## config.mk

```make
export PLATFORM = sky130hd
export DESIGN_NAME = uart_loader_flat
export DESIGN_NICKNAME = d
export VERILOG_FILES = /design/src/rtl/uart_pkg.sv /design/src/rtl/uart_loader_if.sv /design/src/rtl/uart_loader.sv /design/src/flat_wrapper.sv
export SDC_FILE = /design/constraint.sdc
export NUM_CORES = 1
export LEC_CHECK = 0
export ABC_AREA = 1
export BUFFER_PORTS_ARGS = -buffer_cell sky130_fd_sc_hd__buf_2
export CAP_MARGIN = 20
export CORE_UTILIZATION = 50
export DETAILED_ROUTE_END_ITERATION = 12
export GPL_ROUTABILITY_DRIVEN = 0
export PLACE_DENSITY = 0.75
export SYNTH_ARGS = -nofsm -noshare
export SYNTH_HDL_FRONTEND = slang
export SYNTH_SLANG_ARGS = --single-unit
```

## constraint.sdc

```tcl
create_clock -name clk -period 2.11 [get_ports clk]
set_clock_uncertainty 0.1 [all_clocks]
set_input_delay 0.422 -clock clk [delete_from_list [all_inputs] [get_ports clk]]
set_output_delay 0.422 -clock clk [all_outputs]
set_load 0.005 [all_outputs]
```

## src/rtl/uart_pkg.sv

```systemverilog
// Shared types and constants for the boot-time UART program loader.
package uart_pkg;

  typedef enum logic [2:0] {
    LEN  = 3'd0,
    WORD = 3'd1,
    ACK  = 3'd2,
    DONE = 3'd3,
    ERR  = 3'd4
  } loader_state_t;

  localparam logic [7:0] LOADER_ACK_DEFAULT  = 8'hAA;
  localparam int         UART_BYTES_PER_WORD = 4;

endpackage

```

## src/rtl/uart_loader_if.sv

```systemverilog
// Loader-side bundle: UART rx/tx handshake and the imem write port.
interface uart_loader_if #(
  parameter int ADDR_W = 14
);
  logic [7:0]        rx_data;
  logic              rx_valid;
  logic              rx_ferr;
  logic [7:0]        tx_data;
  logic              tx_start;
  logic              tx_busy;
  logic              imem_we;
  logic [ADDR_W-1:0] imem_addr;
  logic [31:0]       imem_wdata;

  modport master (
    input  rx_data, rx_valid, rx_ferr, tx_busy,
    output tx_data, tx_start, imem_we, imem_addr, imem_wdata
  );

  modport slave (
    output rx_data, rx_valid, rx_ferr, tx_busy,
    input  tx_data, tx_start, imem_we, imem_addr, imem_wdata
  );
endinterface

```

## src/rtl/uart_loader.sv

```systemverilog
// Single-shot boot loader: length-prefixed little-endian word stream from UART
// into imem, then one ACK byte and release of the core reset.
module uart_loader
  import uart_pkg::*;
#(
  parameter int         ADDR_W   = 14,
  parameter logic [7:0] ACK_BYTE = LOADER_ACK_DEFAULT
) (
  input  logic          clk,
  input  logic          rstn,
  uart_loader_if.master bus,
  output logic          cpu_rstn,
  output logic          done,
  output logic          err
);

  localparam logic [2:0]      S_LEN    = LEN;
  localparam logic [2:0]      S_WORD   = WORD;
  localparam logic [2:0]      S_ACK    = ACK;
  localparam logic [2:0]      S_DONE   = DONE;
  localparam logic [2:0]      S_ERR    = ERR;
  localparam logic [32:0]     CAPACITY = 33'd1 << ADDR_W;
  localparam logic [ADDR_W:0] WCNT_ONE = 1;
  localparam logic [1:0]      BCNT_LAST = 2'(UART_BYTES_PER_WORD - 1);

  logic [2:0]      state;
  logic [1:0]      bcnt;
  // Holds the bytes received so far; the lowest one falls out as the word completes.
  logic [23:0]     sr;
  logic [ADDR_W:0] wcnt;
  logic [ADDR_W:0] nwords;
  logic [31:0]     asm_word;
  logic            last_byte;

  assign asm_word  = {bus.rx_data, sr};
  assign last_byte = (bcnt == BCNT_LAST);

  always_ff @(posedge clk or negedge rstn) begin
    if (!rstn) begin
      state          <= S_LEN;
      bcnt           <= '0;
      sr             <= '0;
      wcnt           <= '0;
      nwords         <= '0;
      bus.tx_data    <= '0;
      bus.tx_start   <= 1'b0;
      bus.imem_we    <= 1'b0;
      bus.imem_addr  <= '0;
      bus.imem_wdata <= '0;
      cpu_rstn       <= 1'b0;
      done           <= 1'b0;
      err            <= 1'b0;
    end else begin
      bus.imem_we  <= 1'b0;
      bus.tx_start <= 1'b0;
      case (state)
        S_LEN: begin
          // A framing error discards any byte delivered alongside it.
          if (bus.rx_ferr) begin
            state <= S_ERR;
            err   <= 1'b1;
          end else if (bus.rx_valid) begin
            sr   <= asm_word[31:8];
            bcnt <= bcnt + 2'd1;
            if (last_byte) begin
              if ({1'b0, asm_word} > CAPACITY) begin
                state <= S_ERR;
                err   <= 1'b1;
              end else if (asm_word == 32'd0) begin
                state <= S_ACK;
              end else begin
                nwords <= asm_word[ADDR_W:0];
                wcnt   <= '0;
                state  <= S_WORD;
              end
            end
          end
        end
        S_WORD: begin
          if (bus.rx_ferr) begin
            state <= S_ERR;
            err   <= 1'b1;
          end else if (bus.rx_valid) begin
            sr   <= asm_word[31:8];
            bcnt <= bcnt + 2'd1;
            if (last_byte) begin
              bus.imem_we    <= 1'b1;
              bus.imem_addr  <= wcnt[ADDR_W-1:0];
              bus.imem_wdata <= asm_word;
              wcnt           <= wcnt + WCNT_ONE;
              if (wcnt + WCNT_ONE == nwords) state <= S_ACK;
            end
          end
        end
        S_ACK: begin
          if (!bus.tx_busy) begin
            bus.tx_start <= 1'b1;
            bus.tx_data  <= ACK_BYTE;
            state        <= S_DONE;
          end
        end
        S_DONE: begin
          // Lands one cycle after tx_start; rx traffic is ignored from here on.
          done     <= 1'b1;
          cpu_rstn <= 1'b1;
        end
        S_ERR: begin
          state <= S_ERR;
        end
        default: begin
          state <= S_ERR;
          err   <= 1'b1;
        end
      endcase
    end
  end

endmodule
```

## src/flat_wrapper.sv

```systemverilog
// flat-port wrapper written by rule: the top's interface ports become plain ports
module uart_loader_flat import uart_pkg::*;
#(
  parameter int         ADDR_W   = 14,
  parameter logic [7:0] ACK_BYTE = LOADER_ACK_DEFAULT
)
  (clk, rstn, cpu_rstn, done, err, bus_rx_data, bus_rx_valid, bus_rx_ferr, bus_tx_busy, bus_tx_data, bus_tx_start, bus_imem_we, bus_imem_addr, bus_imem_wdata);
  uart_loader_if #(.ADDR_W(ADDR_W)) bus_i ();
  input  logic clk;
  input  logic rstn;
  output logic cpu_rstn;
  output logic done;
  output logic err;
  input wire logic [$bits(bus_i.rx_data)-1:0] bus_rx_data;
  input wire logic [$bits(bus_i.rx_valid)-1:0] bus_rx_valid;
  input wire logic [$bits(bus_i.rx_ferr)-1:0] bus_rx_ferr;
  input wire logic [$bits(bus_i.tx_busy)-1:0] bus_tx_busy;
  output wire logic [$bits(bus_i.tx_data)-1:0] bus_tx_data;
  output wire logic [$bits(bus_i.tx_start)-1:0] bus_tx_start;
  output wire logic [$bits(bus_i.imem_we)-1:0] bus_imem_we;
  output wire logic [$bits(bus_i.imem_addr)-1:0] bus_imem_addr;
  output wire logic [$bits(bus_i.imem_wdata)-1:0] bus_imem_wdata;
  assign bus_i.rx_data = bus_rx_data;
  assign bus_i.rx_valid = bus_rx_valid;
  assign bus_i.rx_ferr = bus_rx_ferr;
  assign bus_i.tx_busy = bus_tx_busy;
  assign bus_tx_data = bus_i.tx_data;
  assign bus_tx_start = bus_i.tx_start;
  assign bus_imem_we = bus_i.imem_we;
  assign bus_imem_addr = bus_i.imem_addr;
  assign bus_imem_wdata = bus_i.imem_wdata;
  uart_loader #(.ADDR_W(ADDR_W), .ACK_BYTE(ACK_BYTE)) u_core (.clk(clk), .rstn(rstn), .bus(bus_i), .cpu_rstn(cpu_rstn), .done(done), .err(err));
endmodule
```

# After elaboration in Yosys (flattened, before gate mapping)

Cells that the tools add are included.
Widths: inputs -> output; s select.

Multiplexer cells: 32
Add/subtract/negate cells: 2
Bitwise logic cells: 6
Order comparisons: 1
Reduce and logical (&&, ||, !) cells: 12
Eq/ne operators: 22

Operators by type and width:

| operator              | number |
|---|---|
| $mux 15               | 8 |
| $gt 32x15->1 const B  | 1 |
| $logic_not 32->1      | 1 |
| $pmux 15 s2           | 1 |
| $mux 3                | 9 |
| $ne 2x2->1 const B    | 8 |
| $add 15x1->15 const B | 1 |
| $eq 15x15->1          | 1 |
| $ne 3x2->1 const B    | 4 |
| $pmux 3 s4            | 1 |
| $mux 1                | 11 |
| $reduce_and 9->1      | 1 |
| $reduce_and 7->1      | 1 |
| $eq 3x2->1 const B    | 2 |
| $ne 3x3->1 const B    | 2 |
| $not 1->1             | 6 |
| $reduce_and 6->1      | 1 |
| $reduce_and 5->1      | 1 |
| $ne 2x1->1 const B    | 2 |
| $reduce_and 4->1      | 1 |
| $eq 3x1->1 const B    | 1 |
| $eq 3x3->1 const B    | 1 |
| $logic_not 3->1       | 1 |
| $pmux 1 s3            | 1 |
| 8 further kinds       | 8 |

Register bits after elaboration: 110
Logic and storage cells: 87

# Depth between registers and ports, before layout

Gate-level depths: netlist of the first run.

Word-level depth: 7
Mapped depth: 14
Gate-level depth less buffers: 14

# Least setup slack after synthesis of the first run

No wires, ideal clock.

Path kind: flip-flop to flip-flop
Start point: register u_core.wcnt[0]
End point: register u_core.state[0]
Setup slack: 374 ps
Data required time: 1886 ps
Cell stages (with the launch flop): 13
Library setup time: 124 ps
Arrival: 1511 ps
Path through: dfrtp_1 -> ha_1 -> nand2_2 -> nor2_4 -> nand2_2 -> o21ai_2 -> nand2_1 -> nand2_1 -> nand2_1 -> nor2_1 -> nand4_1 -> nand2_2 -> a21oi_1

Longest elaborated chain between the ends: 4

Ends and longest elaborated chain:

| item                       | RTL line           | RTL |
|---|---|---|
| from (decl)                | uart_loader.sv:30  | `logic [ADDR_W:0] wcnt;` |
| from (signal assigned)     | uart_loader.sv:90  | `wcnt <= wcnt + WCNT_ONE;` |
| $add 15x1->15              | uart_loader.sv:91  | `if (wcnt + WCNT_ONE == nwords) state <= S_ACK;` |
| $eq 15x15->1               | uart_loader.sv:91  |  |
| $ne 3x2->1 (no line)       | --                 |  |
| $reduce_and 7->1 (no line) | --                 |  |
| to (signal assigned)       | uart_loader.sv:91  |  |
| to (signal assigned)       | uart_loader.sv:99  | `state <= S_DONE;` |
| to (signal assigned)       | uart_loader.sv:108 | `state <= S_ERR;` |
| to (decl)                  | uart_loader.sv:26  | `logic [2:0] state;` |

Every way passes these cells.
A chain may end at the register's enable or synchronous reset.

# Worst setup path after layout of the first run

Start point: register u_core.wcnt[1]
End point: register u_core.state[2]

Same word-level chain as after synthesis.

==> results of run 1 <==
[cell usage after synthesis, drive strengths merged]
| master | count | share of area |
|---|---|---|
| a21oi | 3 | 0.0029 |
| buf | 15 | 0.024 |
| clkbuf | 14 | 0.010 |
| conb | 1 | 0.00072 |
| dfrtp | 110 | 0.53 |
| ha | 2 | 0.0048 |
| inv | 75 | 0.054 |
| mux2 | 1 | 0.0022 |
| nand2 | 186 | 0.14 |
| nand3 | 34 | 0.033 |
| nand3b | 5 | 0.0072 |
| nand4 | 16 | 0.019 |
| nor2 | 45 | 0.043 |
| nor3 | 3 | 0.0029 |
| o211ai | 2 | 0.0029 |
| o21a | 1 | 0.0014 |
| o21ai | 102 | 0.11 |
| o21bai | 3 | 0.0043 |
| or2 | 2 | 0.0029 |
| xnor2 | 2 | 0.0034 |
[placed cells by master, fill, tap and decap left out, types with 17 or more instances in the layout]
master / count
dfrtp_1: 110
nand3_1: 34
o21ai_1: 26
nand2_1: 180
inv_1: 59
buf_2: 66
o21ai_0: 59
nor2_1: 34
o21ai_2: 17
[power by group]
group,internal (uW),switching (uW)
clock network,447,757
logic,955,1630
registers,2730,492
[area by class of cell]
| class | count | area, sq um |
|---|---|---|
| well taps | 133 | 166.4 |
| clock buffers | 9 | 123.9 |
| flip-flops and latches | 110 | 2753 |
| multi-input cells | 411 | 1998 |
| fillers | 893 | 4031 |
| inverters | 75 | 281.5 |
| repair buffers | 79 | 498.0 |
| clock inverters | 7 | 57.56 |
[registers in the layout, summed over array words and instances (netlist names), 2 cells and up]
| signal | flops |
|---|---|
| u_core.nwords | 15 |
| u_core.bus.imem_wdata | 32 |
| u_core.sr | 24 |
| u_core.bus.imem_addr | 14 |
| u_core.bcnt | 2 |
| u_core.state | 3 |
| u_core.wcnt | 15 |
[per-layer routing]
| metal | global-route usage | up-vias | wire (um) |
|---|---|---|---|
| li1 | - | 2108 | - |
| met1 | 0.2825 | 1975 | 4991 |
| met5 | 0 | - | 0 |
| met3 | 0.03776 | 15 | 539 |
| met2 | 0.3438 | 121 | 5266 |
| met4 | 0.06327 | 0 | 148 |
[kinds of logic after synthesis]
| family | Yosys count | synth area share |
|---|---|---|
| flops | 110 | 0.5308 |
| xor+xnor | 2 | 0.003378 |
| other cells | 1 | 0.0007231 |
| compound gates | 111 | 0.1223 |
| mux | 1 | 0.002171 |
| buf+inv | 104 | 0.08902 |
| simple gates | 291 | 0.2468 |
| fa+ha+maj | 2 | 0.004824 |
[critical path: cells and delay by family, from the launching register on]
family / cells / cell delay, ns
flip-flops: 1 / 0.40
AND/OR/NAND/NOR: 10 / 1.04
AO/OA/AOI/OAI: 1 / 0.13
adder cells (fa/ha/maj): 1 / 0.22
[through the flow]
stage | area [sq um] | power [uW]
after floorplan | 5197 | 4922
after global placement | 5639 | 5668
after detailed placement | 5639 | 5782
after CTS | 5831 | 6990
after global routing | 5878 | 7556
final | 5878 | 7013
[worst paths after layout]
path                       slack [ns]  cells after the start                                start                                     to
setup / recovery                 0.15                     12           u_core.wcnt[1]$_DFFE_PN0P_            u_core.state[2]$_DFFE_PN0P_
hold reg to reg                  0.39                      2  u_core.bus.imem_addr[1]$_DFFE_PN0P_    u_core.bus.imem_addr[1]$_DFFE_PN0P_
hold / removal                   0.12                      2                          bus_tx_busy          u_core.bus.tx_start$_DFF_PN0_
setup reg to reg                 0.15                     12           u_core.wcnt[1]$_DFFE_PN0P_            u_core.state[2]$_DFFE_PN0P_
max in group asynchronous        0.95                      3                                 rstn  u_core.bus.imem_wdata[15]$_DFFE_PN0P_
min in group asynchronous        0.34                      2                                 rstn            u_core.wcnt[11]$_DFFE_PN0P_
[repair_timing]
action / 4_1_cts / 5_1_grt
resized for setup: 0 / 8
setup buffers: 0 / 1
hold endpoints to repair: 15 / 0
hold buffers: 1 / 0
endpoints found under the setup margin: 0 / 4
==> reports/qor.yml, run 1 <==
logic_synthesis:
  part_of_the_yosys_area_used_for_sequential_elements: 0.5308
  yosys_warnings: 0
  synth.lib_cells_used.distinct: 31
  synthesized_cell_area_sq_um: 5186
  yosys_register_bits: 110
  synthesis.instances: 622
  average_instance_area_after_synthesis_sq_um: 8.338
drt:
  via_per_inst: 5.120
  avgRoutedWirePerCell_um: 13.28
  drtAntennaViolNets: 0
  route.final.wire_length_um: 10950
  firstDrtPassIters: 7
  dr.first_iter.drc_count: 217
  total_via_count_in_the_routed_design: 4219
  drc_errors: 0
global_routing:
  via_count_of_the_first_global_routing_pass: 3864
  first_pass_grt_wire_length_um: 18200
  grt_start_max_net_pins: 51
  grt_antenna_before_repair: 0
  grt.overflow.total: 0
  grt.total_usage: 0.2089
place:
  dp_slack_ns: 0.09063
  io_buffers: 67
  post-place-cells: 805
  dp_hpwl_um: 8019
setup_path:
  cp-start-kind: "register"
  critPathMaxFanout: 6
  cpMostUsedCell: "nand2_1"
  timing.critical_path.arrival_ns: 2.17
  path_cells: "ha_2 > nand2_2 > nor2_4 > nand3_1 > nand2_1 > nand2_1 > nand2_1 > nand3_1 > nor2_1 > nand4_1 > nand2_2 > o21a_1"
  critical_path.max_stage_delay_ns: 0.40
  end_kind: "register"
  slowest_stage: "dfrtp_1"
  required_ns: 2.33
  worstSetupPathType: "reg -> reg"
floorplanning:
  io_pins: 72
  initial_core_util: 0.5234
  fp.dieH_um: 103.8
  die_x_um: 103.8
  total_die_area_sq_um: 10780
  floorplan.core_area_sq_um: 9910
  std_cell_rows: 36
timing:
  final_period_minus_worst_setup_slack_ns: 1.958
  max_freq_ghz: 0.5106
  fin_tns_setup_ns: 0
  layout_setup_ws_ns: 0.1517
  whs_ns: 0.1211
  final_max_slew_viol_count: 0
  final_min_period_over_clock_period: 0.9281
  hold_viol_final: 0
  setup-violations-final: 0
power_and_ir_drop:
  p_leak_uw: 0.002984
  power_density_nw_per_um2: 1193
  power.ir.vdd_worst_uv: 580.1
clocking:
  insertion_delay_ns: 0.38
  clockBufferDepth: 2
  cts_made_buffers: 9
  cts_root_buf: "clkbuf_8"
  numClockSinks: 110
  htree_levels: 3
  clkSlewWorstSetupHoldPaths_ns: 0.10
  cts_tree: "yes"
hold_path:
  hp-class: "in -> reg"
final_layout:
  drive_gt1_frac: 0.2142
  final_net_count: 701
  finish.cell_count_without_fillers: 824
  flow.area_growth_from_synthesis_pct: 13.34
  layout.core_utilization: 0.5932
  diodes: 0
run_status:
  outcome: "finished, final reports clean"
run:
  cap_viol_max_count: 0
Note: power is estimated with default switching activity, not from simulation.
==> run 2: changes to the inputs <==
--- a/config.mk
+++ b/config.mk
@@ -11,7 +11,7 @@
 export CORE_UTILIZATION = 50
 export DETAILED_ROUTE_END_ITERATION = 12
 export GPL_ROUTABILITY_DRIVEN = 0
-export PLACE_DENSITY = 0.75
+export PLACE_DENSITY = 0.77
 export SYNTH_ARGS = -nofsm -noshare
 export SYNTH_HDL_FRONTEND = slang
 export SYNTH_SLANG_ARGS = --single-unit
==> reports/qor.yml, run 2 (synthesis gave the netlist of run 1 again) <==
place:
  io_buffers: 67  # unchanged
  dp_hpwl_um: 7961  # -0.72%
  dpl_cell_area_sq_um: 5639  # unchanged
power_and_ir_drop:
  p_leak_uw: 0.003008  # +0.80%
  power.ir.vdd_worst_uv: 613.0  # +5.7%
  power_density_nw_per_um2: 1221  # +2.4%
  internal_portion_of_total_power_uw: 4321  # +4.6%
  p_sw_frac: 0.4040  # -0.006725
  power.share.sequential: 0.446  # -0.014
  netSwitchingPower_uw: 2929  # +1.7%
  total_power_uw: 7250  # +3.4%
  comb_power_share: 0.367  # -0.002
  clkPwrFrac: 0.186  # +0.014
timing:
  final_period_minus_worst_setup_slack_ns: 1.994  # +0.03601 ns
  final_max_slew_viol_count: 0  # unchanged
  max_freq_ghz: 0.5014  # -1.8%
  hold_viol_final: 0  # unchanged
  fin_tns_setup_ns: 0  # unchanged
  final_min_period_over_clock_period: 0.9452  # +0.01707
  setup-violations-final: 0  # unchanged
  whs_ns: 0.1267  # +0.005589 ns
final_layout:
  nFillCells: 882  # -1.2%
  largest-register: "u_core.bus.imem_wdata"
  register_area_sq_um: 2754  # about the same
  largest_register_ffs: 32  # unchanged
  diodes: 0  # unchanged
  mostFrequentLayoutCell: "nand2_1"
  layout.cells.most_common_list: "178 x nand2_1, 109 x dfrtp_1, 66 x buf_2"
  reg.largest.list: "u_core.bus.imem_wdata: 32 flops, u_core.sr: 24 flops"
  flow.area_growth_from_synthesis_pct: 14.45
  design_area_sq_um: 5936  # +0.98%
  final_net_count: 702  # +0.14%
  multiInputGateArea_sq_um: 2023  # +1.3%
  drive_gt1_frac: 0.2182  # +0.004026
clocking:
  clkSlewWorstSetupHoldPaths_ns: 0.11  # about the same
  clockBufferDepth: 2  # unchanged
  cts_root_buf: "clkbuf_8"
  htree_levels: 3  # unchanged
  cts_tree: "yes"
  cts_made_buffers: 9  # unchanged
  insertion_delay_ns: 0.38  # about the same
  numClockSinks: 110  # unchanged
setup_path:
  timing.reg2reg.setup_slack_ns: 0.12  # -0.04 ns
  rr_startpoint: "u_core.state[2]$_DFFE_PN0P_"
  path_cells: "nor2_4 > inv_2 > nor2_4 > nand2_2 > inv_2 > nand4_1 > or2_4 > nand2_1 > o21ai_2"
  required_ns: 2.27  # -0.06 ns
  critical_path.max_stage_delay_ns: 0.47  # +0.07 ns
  timing.rr.end: "u_core.nwords[12]$_DFFE_PN0P_"
  worstSetupPathType: "reg -> reg"
  timing.critical_path.arrival_ns: 2.15  # -0.02 ns
  end_kind: "register"
  cp-start-kind: "register"
  critPathMaxFanout: 30  # +24
  reg2regPathDepth: 9  # -3
  slowest_stage: "dfrtp_1"
global_routing:
  grt.total_usage: 0.2122  # +0.003309
  via_count_of_the_first_global_routing_pass: 3932  # +1.8%
  grt_start_max_net_pins: 51  # unchanged
  grt_antenna_before_repair: 0  # unchanged
  first_pass_grt_wire_length_um: 18480  # +1.6%
  grt.overflow.total: 0  # unchanged
drt:
  firstDrtPassIters: 5  # -2
  total_via_count_in_the_routed_design: 4198  # -0.50%
  route.final.wire_length_um: 11070  # +1.1%
  via_per_inst: 5.088  # -0.62%
  dr.first_iter.drc_count: 217  # unchanged
  drtAntennaViolNets: 0  # unchanged
  drc_errors: 0  # unchanged
  avgRoutedWirePerCell_um: 13.41  # +0.98%
hold_path:
  hold_path_startpoint: "bus_tx_busy"
  hold_path_end: "u_core.bus.tx_start$_DFF_PN0_"
  hp-class: "in -> reg"
  hold_depth: 2  # unchanged
floorplanning:
  std_cell_rows: 36  # unchanged
  fp.dieH_um: 103.8  # unchanged
  io_pins: 72  # unchanged
  die_x_um: 103.8  # unchanged
  total_die_area_sq_um: 10780  # unchanged
  initial_core_util: 0.5234  # unchanged
  floorplan.core_area_sq_um: 9910  # unchanged
run:
  cap_viol_max_count: 0  # unchanged
run_status:
  outcome: "finished, final reports clean"
run 2: changes by cell type in the layout (fill, tap and decap cells not counted), moves of 2 or more:
cell and delta:
buf_6 +2, clkinv_2 -2, inv_1 +4, inv_2 -4, inv_6 +2, nand2_1 -2, nor2_1 -2, nor2_2 +3
run 2: power groups by stage:
stage | Combinational [uW] | Sequential [uW] | Clock, uW
3_5_place_dp | 2530 | 3240 | 0
4_1_cts | 2550 | 3200 | 1380
3_3_place_gp | 2440 | 3210 | 0
2_1_floorplan | 1740 | 3190 | 0
6_report | 2660 | 3240 | 1350
5_1_grt | 3030 | 3320 | 1470
run 2: per-stage QoR:
| step | utilization | instances | worst slack (ns) |
|---|---|---|---|
| floorplan | - | 625 | 0.3744 |
| CTS | 0.5918 | 822 | 0.08937 |
| global placement | 0.5691 | 805 | 0.1485 |
| finish | 0.5990 | 825 | 0.1157 |
| global route | 0.5990 | 825 | -0.01960 |
| detailed placement | 0.5691 | 805 | 0.09779 |
run 2: how the worst max path moves through the flow:
stage	startpoint	endpoint	slack [ns]
6_report	u_core.state[2]$_DFFE_PN0P_	u_core.nwords[12]$_DFFE_PN0P_	0.12
2_1_floorplan	u_core.wcnt[0]$_DFFE_PN0P_	u_core.state[0]$_DFFE_PN0P_	0.37
4_1_cts	u_core.wcnt[1]$_DFFE_PN0P_	u_core.state[2]$_DFFE_PN0P_	0.09
3_3_place_gp	bus_rx_data[6]	u_core.wcnt[7]$_DFFE_PN0P_	0.15
3_5_place_dp	bus_rx_data[3]	u_core.nwords[12]$_DFFE_PN0P_	0.1
5_1_grt	u_core.wcnt[1]$_DFFE_PN0P_	u_core.state[0]$_DFFE_PN0P_	-0.02
run 2: layout make-up:
cell class | instances | area share
tap | 133 | 0.02804
clock buffer | 9 | 0.02087
multi-input combinational | 411 | 0.3409
sequential | 110 | 0.4640
clock inverter | 7 | 0.01539
timing repair buffer | 80 | 0.08347
inverter | 75 | 0.04743
run 2: timing repair:
item / in CTS / in global routing
endpoints found under the hold margin: 29 / 0
endpoints found under the setup margin: 0 / 3
buffers inserted: 0 / 3
hold buffers: 1 / 0
gates resized for setup: 0 / 13
run 2: worst max-delay path, delay by kind of cell, from the launching register on:
family          cells  cell delay [ns]
buf+inv             2             0.16
compound gates      1             0.06
simple gates        6             1.08
flops               1             0.47
run 2: layer usage:
layer,vias up,part of all wire,GRT usage
li1,2109,-,-
met5,-,0,0
met4,0,0.015,0.07143
met1,1965,0.46,0.2796
met2,109,0.49,0.3600
met3,15,0.043,0.03021
==> run 3: changes to the inputs <==
--- a/config.mk
+++ b/config.mk
@@ -9,9 +9,10 @@
 export BUFFER_PORTS_ARGS = -buffer_cell sky130_fd_sc_hd__buf_2
 export CAP_MARGIN = 20
 export CORE_UTILIZATION = 50
+export CTS_BUF_LIST = sky130_fd_sc_hd__clkbuf_4
 export DETAILED_ROUTE_END_ITERATION = 12
 export GPL_ROUTABILITY_DRIVEN = 0
-export PLACE_DENSITY = 0.77
+export PLACE_DENSITY_LB_ADDON = 0.1
 export SYNTH_ARGS = -nofsm -noshare
 export SYNTH_HDL_FRONTEND = slang
 export SYNTH_SLANG_ARGS = --single-unit
==> reports/qor.yml, run 3 (synthesis gave the netlist of run 1 again) <==
clocking:
  insertion_delay_ns: 0.47  # +0.09 ns
  clockBufferDepth: 2  # unchanged
  clkSlewWorstSetupHoldPaths_ns: 0.19  # +0.08 ns
  numClockSinks: 110  # unchanged
  cts_tree: "yes"
  htree_levels: 3  # unchanged
  cts_root_buf: "clkbuf_4"
  cts_made_buffers: 9  # unchanged
setup_path:
  required_ns: 2.42  # +0.15 ns
  timing.reg2reg.setup_slack_ns: 0.10  # -0.02 ns
  worstSetupPathType: "reg -> reg"
  path_cells: "ha_4 > nand2_4 > nor2_2 > nand2_1 > nand2_1 > nand2_1 > nand2_1 > nand3_1 > nor2_1 > nand4_1 > nand2_2 > o21a_1"
  slowest_stage: "dfrtp_1"
  timing.critical_path.buf_inv: 0  # -2
  end_kind: "register"
  cpMostUsedCell: "nand2_1"
  critical_path.max_stage_delay_ns: 0.47  # about the same
  critical-path-top-delay-family: "simple AND/OR/NAND/NOR gates"
  cp-start-kind: "register"
  timing.critical_path.arrival_ns: 2.32  # +0.17 ns
  critPathMaxFanout: 6  # -80%
timing:
  hold_viol_final: 0  # unchanged
  final_min_period_over_clock_period: 0.9523  # +0.007141
  max_freq_ghz: 0.4977  # -0.75%
  setup-violations-final: 0  # unchanged
  final_max_slew_viol_count: 0  # unchanged
  final_period_minus_worst_setup_slack_ns: 2.009  # +0.01507 ns
  worst_pin_slew_ns: 0.5053
  slew_headroom: 0.6631
global_routing:
  grt_antenna_before_repair: 0  # unchanged
  grt.overflow.total: 0  # unchanged
  first_pass_grt_wire_length_um: 18930  # +2.4%
  grt.total_usage: 0.2176  # +0.005391
  grt_start_max_net_pins: 51  # unchanged
  via_count_of_the_first_global_routing_pass: 3968  # +0.92%
final_layout:
  design_area_sq_um: 5892  # -0.74%
  layout.cells.most_common_list: "179 x nand2_1, 110 x dfrtp_1, 66 x buf_2"
  flow.area_growth_from_synthesis_pct: 13.61
  mostFrequentLayoutCell: "nand2_1"
  layout.core_utilization: 0.5946  # -0.004419
  diodes: 0  # unchanged
  reg.largest.list: "u_core.bus.imem_wdata: 32 flops, u_core.sr: 24 flops"
  drive_gt1_frac: 0.2133  # -0.004952
  finish.cell_count_without_fillers: 827  # +0.24%
  final_net_count: 704  # +0.28%
  largest_register_ffs: 32  # unchanged
  largest-register: "u_core.bus.imem_wdata"
floorplanning:
  initial_core_util: 0.5234  # unchanged
  floorplan.core_area_sq_um: 9910  # unchanged
  die_x_um: 103.8  # unchanged
  io_pins: 72  # unchanged
  std_cell_rows: 36  # unchanged
  fp.dieH_um: 103.8  # unchanged
  total_die_area_sq_um: 10780  # unchanged
drt:
  firstDrtPassIters: 4  # -1
  via_per_inst: 5.098  # +0.19%
  dr.first_iter.drc_count: 233  # +7.4%
  drtAntennaViolNets: 0  # unchanged
  total_via_count_in_the_routed_design: 4216  # +0.43%
  drc_errors: 0  # unchanged
  avgRoutedWirePerCell_um: 13.59  # +1.3%
  route.final.wire_length_um: 11240  # +1.6%
place:
  io_buffers: 67  # unchanged
  dpl_cell_area_sq_um: 5659  # +0.36%
  dp_hpwl_um: 8011  # +0.63%
  post-place-cells: 806  # +0.12%
hold_path:
  hp-class: "in -> reg"
power_and_ir_drop:
  p_leak_uw: 0.002994  # -0.44%
  total_power_uw: 6932  # -4.4%
  power_density_nw_per_um2: 1177  # -3.7%
  power.ir.vdd_worst_uv: 460.2  # -25%
run:
  cap_viol_max_count: 0  # unchanged
run_status:
  outcome: "finished, final reports clean"
[run 3: per-stage QoR]
stage / setup TNS, ns / worst slack [ns] / hold slack (ns)
6_report: 0 / 0.1006 / 0.1110
5_1_grt: -0.04488 / -0.02364 / 0.08849
4_1_cts: 0 / 0.04600 / 0.004241
3_5_place_dp: 0 / 0.06885 / 0.3260
3_3_place_gp: 0 / 0.08784 / 0.3198
2_1_floorplan: 0 / 0.3744 / 0.02641
[run 3: what timing repair did]
item | CTS | global route
endpoints found under the hold margin | 34 | 1
hold buffers | 1 | 1
resized for setup | 0 | 7
buffers inserted | 0 | 2
setup endpoints to repair | 0 | 16
[run 3: layout make-up]
cell class	instances	area, sq um
flip-flops and latches	110	2753
repair buffers	82	535.5
multi-input cells	411	2013
clock inverters	6	67.56
well taps	133	166.4
inverters	75	281.5
fillers	915	4018
clock buffers	10	75.07
[run 3: routing by layer]
metal  vias up  share of wire  global-route usage
met5         -              0                   0
met4         0          0.011             0.06633
met3        13          0.043             0.03398
met2       113           0.48              0.3510
met1      1974           0.46              0.3035
li1       2116              -                   -
[run 3: worst min-delay path, stage by stage]
cell and delay (ns):
buf_2 0.11, inv_1 0.05, o21ai_0 0.07
[run 3: power by group]
part	internal (uW)	switching (uW)	leakage [uW]	total, uW
combinational	1010	1650	0.00147	2670
sequential	2730	486	0.00145	3210
clock	289	766	0.0000771	1060
total	4030	2900	0.00299	6930
[run 3: final timing paths]
kind / from / endpoint / depth (start not counted)
max in group asynchronous: rstn / u_core.bus.imem_wdata[22]$_DFFE_PN0P_ / 3
max: u_core.wcnt[1]$_DFFE_PN0P_ / u_core.state[2]$_DFFE_PN0P_ / 12
min: bus_rx_data[2] / u_core.bus.imem_wdata[26]$_DFFE_PN0P_ / 3
min reg2reg: u_core.err$_DFFE_PN0P_ / u_core.err$_DFFE_PN0P_ / 1
max reg2reg: u_core.wcnt[1]$_DFFE_PN0P_ / u_core.state[2]$_DFFE_PN0P_ / 12
min in group asynchronous: rstn / u_core.bus.imem_addr[11]$_DFFE_PN0P_ / 2
